$ cat src/rtl/pixel_clk_div_if.sv
// Signal bundle between pixel_clk_div and its controller: run control, divisor load, strobes.
// The CLK and RST signals are not part of the bundle; they stay plain ports on the module.
interface pixel_clk_div_if #(
  parameter int unsigned WIDTH = 8
) ();

  logic             EN;
  logic             SYNC;
  logic [WIDTH-1:0] DIV_IN;
  logic             DIV_LOAD;
  logic             DIV_BUSY;
  logic             PIXEN;
  logic             PIXSQ;
  logic [WIDTH-1:0] CNT;

  modport master (
    output EN, SYNC, DIV_IN, DIV_LOAD,
    input  DIV_BUSY, PIXEN, PIXSQ, CNT
  );

  modport slave (
    input  EN, SYNC, DIV_IN, DIV_LOAD,
    output DIV_BUSY, PIXEN, PIXSQ, CNT
  );

endinterface

$ cat src/rtl/pixel_clk_div.sv
// Pixel clock-enable generator: run-time divisor applied at period boundaries, SYNC restart.
// Define PIXDIV_SQUARE_EN to build the phase-aligned square-wave output PIXSQ.
module pixel_clk_div #(
  parameter int unsigned WIDTH       = 8,
  parameter int unsigned DEFAULT_DIV = 4
) (
  input  logic           CLK,
  input  logic           RST,
  pixel_clk_div_if.slave bus
);

  logic [WIDTH-1:0] cnt_q, cnt_d;
  logic [WIDTH-1:0] div_act_q, div_act_d;
  logic [WIDTH-1:0] div_pend_q, div_pend_d;
  logic             pend_v_q, pend_v_d;
  logic             pixen_q, pixen_d;
  logic [WIDTH-1:0] n_q;
  logic             wrap;

  // A divisor of 0 behaves like 1; >= also catches a counter left beyond a shrunken divisor.
  assign n_q  = (div_act_q == '0) ? WIDTH'(1) : div_act_q;
  assign wrap = (cnt_q >= (n_q - WIDTH'(1)));

  always_comb begin
    cnt_d      = cnt_q;
    div_act_d  = div_act_q;
    div_pend_d = div_pend_q;
    pend_v_d   = pend_v_q;
    pixen_d    = 1'b0;
    if (bus.SYNC) begin
      cnt_d    = '0;
      pend_v_d = 1'b0;
      if (bus.DIV_LOAD) begin
        div_act_d = bus.DIV_IN;
      end else if (pend_v_q) begin
        div_act_d = div_pend_q;
      end
    end else begin
      if (bus.EN) begin
        if (wrap) begin
          cnt_d   = '0;
          pixen_d = 1'b1;
          if (pend_v_q) begin
            div_act_d = div_pend_q;
            pend_v_d  = 1'b0;
          end
        end else begin
          cnt_d = cnt_q + WIDTH'(1);
        end
      end
      // A load on a wrap edge stays pending for the following period.
      if (bus.DIV_LOAD) begin
        div_pend_d = bus.DIV_IN;
        pend_v_d   = 1'b1;
      end
    end
  end

  always_ff @(posedge CLK) begin
    if (!RST) begin
      cnt_q      <= '0;
      div_act_q  <= WIDTH'(DEFAULT_DIV);
      div_pend_q <= '0;
      pend_v_q   <= 1'b0;
      pixen_q    <= 1'b0;
    end else begin
      cnt_q      <= cnt_d;
      div_act_q  <= div_act_d;
      div_pend_q <= div_pend_d;
      pend_v_q   <= pend_v_d;
      pixen_q    <= pixen_d;
    end
  end

`ifdef PIXDIV_SQUARE_EN
  logic [WIDTH-1:0] n_d;
  logic             pixsq_q, pixsq_d;

  // Compare against the divisor that governs the period the new count belongs to.
  always_comb begin
    n_d     = (div_act_d == '0) ? WIDTH'(1) : div_act_d;
    pixsq_d = pixsq_q;
    if (bus.SYNC || bus.EN) begin
      pixsq_d = (cnt_d < (n_d >> 1));
    end
  end

  always_ff @(posedge CLK) begin
    if (!RST) begin
      pixsq_q <= 1'b0;
    end else begin
      pixsq_q <= pixsq_d;
    end
  end

  assign bus.PIXSQ = pixsq_q;
`else
  assign bus.PIXSQ = 1'b0;
`endif

  assign bus.CNT      = cnt_q;
  assign bus.PIXEN    = pixen_q;
  assign bus.DIV_BUSY = pend_v_q;

endmodule
$ cat src/flat_wrapper.sv
// flat-port wrapper written by rule: the top's interface ports become plain ports
module pixel_clk_div_flat 
#(
  parameter int unsigned WIDTH       = 8,
  parameter int unsigned DEFAULT_DIV = 4
)
  (CLK, RST, bus_EN, bus_SYNC, bus_DIV_IN, bus_DIV_LOAD, bus_DIV_BUSY, bus_PIXEN, bus_PIXSQ, bus_CNT);
  pixel_clk_div_if #(.WIDTH(WIDTH)) bus_i ();
  input  logic CLK;
  input  logic RST;
  input wire logic [$bits(bus_i.EN)-1:0] bus_EN;
  input wire logic [$bits(bus_i.SYNC)-1:0] bus_SYNC;
  input wire logic [$bits(bus_i.DIV_IN)-1:0] bus_DIV_IN;
  input wire logic [$bits(bus_i.DIV_LOAD)-1:0] bus_DIV_LOAD;
  output wire logic [$bits(bus_i.DIV_BUSY)-1:0] bus_DIV_BUSY;
  output wire logic [$bits(bus_i.PIXEN)-1:0] bus_PIXEN;
  output wire logic [$bits(bus_i.PIXSQ)-1:0] bus_PIXSQ;
  output wire logic [$bits(bus_i.CNT)-1:0] bus_CNT;
  assign bus_i.EN = bus_EN;
  assign bus_i.SYNC = bus_SYNC;
  assign bus_i.DIV_IN = bus_DIV_IN;
  assign bus_i.DIV_LOAD = bus_DIV_LOAD;
  assign bus_DIV_BUSY = bus_i.DIV_BUSY;
  assign bus_PIXEN = bus_i.PIXEN;
  assign bus_PIXSQ = bus_i.PIXSQ;
  assign bus_CNT = bus_i.CNT;
  pixel_clk_div #(.WIDTH(WIDTH), .DEFAULT_DIV(DEFAULT_DIV)) u_core (.CLK(CLK), .RST(RST), .bus(bus_i));
endmodule
$ cat config.mk
export PLATFORM = sky130hd
export DESIGN_NAME = pixel_clk_div_flat
export DESIGN_NICKNAME = d
export VERILOG_FILES = /design/src/rtl/pixel_clk_div_if.sv /design/src/rtl/pixel_clk_div.sv /design/src/flat_wrapper.sv
export SDC_FILE = /design/constraint.sdc
export NUM_CORES = 1
export LEC_CHECK = 0
export CORE_MARGIN = 3
export CORE_UTILIZATION = 40
export DETAILED_ROUTE_END_ITERATION = 6
export SETUP_SLACK_MARGIN = 0.5
export SYNTH_ARGS = -nofsm -noshare
export SYNTH_HDL_FRONTEND = slang
export SYNTH_SLANG_ARGS = --single-unit
$ cat constraint.sdc
create_clock -name CLK -period 3.6 [get_ports CLK]
set_input_delay 0.54 -clock CLK [delete_from_list [all_inputs] [get_ports CLK]]
set_output_delay 0.54 -clock CLK [all_outputs]
set_load 0.05 [all_outputs]
==> results.tsv <==
stage	metric	value	unit
run_status	status	finished, final reports clean	
worst_setup_path	critPathRequiredTime	3.80	ns
sta	period_needed	2.93	ns
global_routing	antenna_found_initial	0	
placement	gp_congestion	0.785	
clock_network	cts_made_buffers	3	
synthesis	synth_edf_count	0	
floorplan	initial_core_util	0.434	
worst_setup_path	r2r_setup_slack	0.67	ns
worst_setup_path	r2r_end	u_core.div_act_q[7]$_SDFFE_PN0P_	
placement	dp_hpwl	2230	µm
synthesis	synth_cell_types	33	
power_and_ir_drop	p_sw_frac	0.252	
worst_setup_path	crit_path_end	u_core.div_act_q[7]$_SDFFE_PN0P_	
power_and_ir_drop	p_leak	0.689	nW
worst_hold_path	worstHoldPathType	reg2reg	
final_layout	fin_util	0.533	
global_routing	grt_pass1_wl	5040	µm
clock_network	h-tree-depth	1	
synthesis	syn_area	1520	µm²
power_and_ir_drop	vdd_ir_drop_max	0.204	mV
final_layout	syn_to_final_growth	22.8	%
synthesis	synth_cells	174	
power_and_ir_drop	power_per_cell_area	363	nW/µm²
sta	report.final.hold_viol_count	0	
sta	rsz0062_at_grt	false	
worst_setup_path	setup.worst_path.end_class	flop	
worst_hold_path	hold_start	u_core.div_act_q[0]$_SDFFE_PN0P_	
flow_run	cap_violations	0	
power_and_ir_drop	internal_power	506	µW
clock_network	clockRootBuffer	clkbuf_8	
worst_setup_path	r2r_start	u_core.div_act_q[4]$_SDFFE_PN0P_	
worst_setup_path	crit_slowest_cell	dfxtp_2	
synthesis	synth_nets	197	
clock_network	insertion_delay	0.27	ns
power_and_ir_drop	switchingPower	171	µW
synthesis	syn_avg_cell_area	8.72	µm²
worst_setup_path	cp-startpoint	u_core.div_act_q[4]$_SDFFE_PN0P_	
synthesis	ys.flop_type	dfxtp_1	
sta	period_share	0.813	
synthesis	async_reset_ff_frac	0	
synthesis	seq_area_frac_synth	0.343	
detailed_routing	initialDrtViolationCount	62	
sta	setup_slack	0.673	ns
global_routing	overflow	0	
synthesis	yosys_warnings	0	
power_and_ir_drop	clkPwrFrac	0.363	
worst_setup_path	worstSetupStartpointType	flop	
final_layout	final_nets	218	
clock_network	ctsLongestPathBuffers	2	
floorplan	dieWidth	67.6	µm
detailed_routing	wl_per_cell	12.6	µm
worst_setup_path	slowest_delay	0.37	ns
clock_network	tritoncts	done	
worst_setup_path	cp.arrival	3.13	ns
synthesis	ys_seq_elements	26	
clock_network	clk_pin_slew	0.10	ns
placement	port_buffers	22	
final_layout	drive_above_1_share	0.0979	
placement	place_ws	0.351	ns
final_layout	fillers	316	
sta	worst_pin_slew	0.974	ns
floorplan	io_pins	24	
floorplan	die_y	67.6	µm
floorplan	core-area	3490	µm²
detailed_routing	avgViaCountPerCell	4.88	
detailed_routing	drcViolationCount	0	
sta	fmax	342	MHz
final_layout	antenna_cells	0	
floorplan	die_area	4570	µm²
power_and_ir_drop	combPwrFrac	0.176	
detailed_routing	dr.pass1.iters	4	
worst_setup_path	r2r.worst_path.cells	15	
global_routing	grt_pass1_vias	1063	
sta	slew_viol_final	0	
detailed_routing	via_count	1172	
worst_setup_path	worst-setup-path-type	reg2reg	
global_routing	grt_max_degree	27	
detailed_routing	finalWirelength	3020	µm
sta	setup_viol	0	
power_and_ir_drop	pwr-share-seq	0.461	
global_routing	grtUsageTotal	0.144	
floorplan	rows	21	
sta	fin_skew	0.00306	ns
sta	fin_tns_setup	0	ns
clock_network	clock_sinks	26	
worst_setup_path	critPathMaxFanout	5	
worst_setup_path	crit_chain	nor4_4, nand2_1, o21ai_2, inv_1, ha_1, nand2_1, or3_1, xor2_1, ha_1, nand3_2, o22ai_2, a21oi_2, nor2b_4, buf_4, mux2i_2	
sta	slew_headroom	0.349	
detailed_routing	antenna_left	0	
[cell usage after synthesis, types with 2 or more instances]
cell / number / area share
nand2_1: 28 / 0.069
dfxtp_1: 26 / 0.34
mux2i_1: 24 / 0.16
nor2_1: 15 / 0.037
ha_1: 10 / 0.083
nor2b_1: 10 / 0.041
o21ai_0: 8 / 0.026
inv_1: 6 / 0.015
xor2_1: 6 / 0.035
xnor2_1: 5 / 0.029
a21oi_1: 4 / 0.013
clkbuf_1: 4 / 0.0099
buf_4: 3 / 0.015
buf_2: 2 / 0.0066
nand2b_1: 2 / 0.0082
nand4_1: 2 / 0.0082
o211ai_1: 2 / 0.0099
o21ai_1: 2 / 0.0066
[state kept, by name, summed over array words and instances, names as in the netlist]
signal	flops
u_core.bus.DIV_BUSY	1
u_core.div_act_q	8
u_core.div_pend_q	8
u_core.bus.CNT	8
u_core.bus.PIXEN	1
[per-layer routing]
metal	global-route usage	vias up	share of wire
li1	-	622	-
met1	0.202	533	0.51
met2	0.220	15	0.46
met3	0.0200	2	0.026
met4	0.0608	0	0.0070
met5	0	-	0
[placed cells by master, fill, tap and decap left out, types with 2 or more instances in the layout]
cell,netlist,final
nand2_1,28,28
dfxtp_1,26,24
mux2i_1,24,23
clkdlybuf4s50_1,0,22
nor2_1,15,15
nor2b_1,10,10
ha_1,10,10
o21ai_0,8,8
xor2_1,6,6
inv_1,6,6
xnor2_1,5,5
a21oi_1,4,4
buf_4,3,4
clkbuf_8,0,3
o211ai_1,2,2
nand4_1,2,2
nand2b_1,2,2
dfxtp_2,0,2
[how the worst min path moves through the flow]
stage / to / slack, ns / cells after the start
3_3_place_gp: u_core.div_act_q[0]$_SDFFE_PN0P_ / 0.49 / 2
5_1_grt: u_core.div_act_q[0]$_SDFFE_PN0P_ / 0.54 / 2
4_1_cts: u_core.div_act_q[0]$_SDFFE_PN0P_ / 0.50 / 2
3_5_place_dp: u_core.div_act_q[0]$_SDFFE_PN0P_ / 0.49 / 2
6_report: u_core.div_act_q[0]$_SDFFE_PN0P_ / 0.50 / 2
2_1_floorplan: u_core.div_act_q[7]$_SDFFE_PN0P_ / 0.46 / 2
[kinds of logic after synthesis]
group	synth area share
AO/OA/AOI/OAI	0.0825
XOR/XNOR	0.0635
adder cells (fa/ha/maj)	0.0825
buffers and inverters	0.0536
flip-flops	0.343
multiplexers	0.168
other	0.00247
AND/OR/NAND/NOR	0.204
[stage by stage]
| step | hold slack [ns] | instances | power [mW] | area (µm²) |
|---|---|---|---|---|
| final | 0.502 | 240 | 0.677 | 1860 |
| after global routing | 0.536 | 240 | 0.709 | 1860 |
| after CTS | 0.503 | 238 | 0.676 | 1830 |
| after detailed placement | 0.489 | 232 | 0.430 | 1740 |
| after global placement | 0.485 | 232 | 0.426 | 1740 |
| after floorplan | 0.460 | 174 | 0.400 | 1520 |
[timing repair]
item	CTS	global route
resized for setup	1	5
pin swaps	0	2
hold buffers	0	0
setup buffers	2	2
setup endpoints to repair	8	16
[area by class of cell]
| class | instances | area (µm²) | area share |
|---|---|---|---|
| tap | 46 | 57.6 | 0.0309 |
| clock inverter | 1 | 30.0 | 0.0161 |
| multi-input combinational | 132 | 937 | 0.503 |
| clock buffer | 3 | 41.3 | 0.0222 |
| sequential | 26 | 523 | 0.281 |
| inverter | 6 | 22.5 | 0.0121 |
| timing repair buffer | 26 | 250 | 0.134 |
[worst max-delay path, delay by kind of cell (launching register included)]
| family | cells | cell delay (ns) |
|---|---|---|
| AND/OR/NAND/NOR | 6 | 0.97 |
| adder cells (fa/ha/maj) | 2 | 0.46 |
| AO/OA/AOI/OAI | 3 | 0.42 |
| flip-flops | 1 | 0.37 |
| buffers and inverters | 2 | 0.28 |
| multiplexers | 1 | 0.21 |
| XOR/XNOR | 1 | 0.14 |
[power by group through the flow]
stage	sequential, mW	clock [mW]	combinational, mW
floorplan	0.317	0	0.0826
global placement	0.316	0	0.110
detailed placement	0.316	0	0.113
CTS	0.310	0.249	0.117
global route	0.314	0.264	0.132
finish	0.312	0.246	0.119
Note: power is estimated with default switching activity, not from simulation.
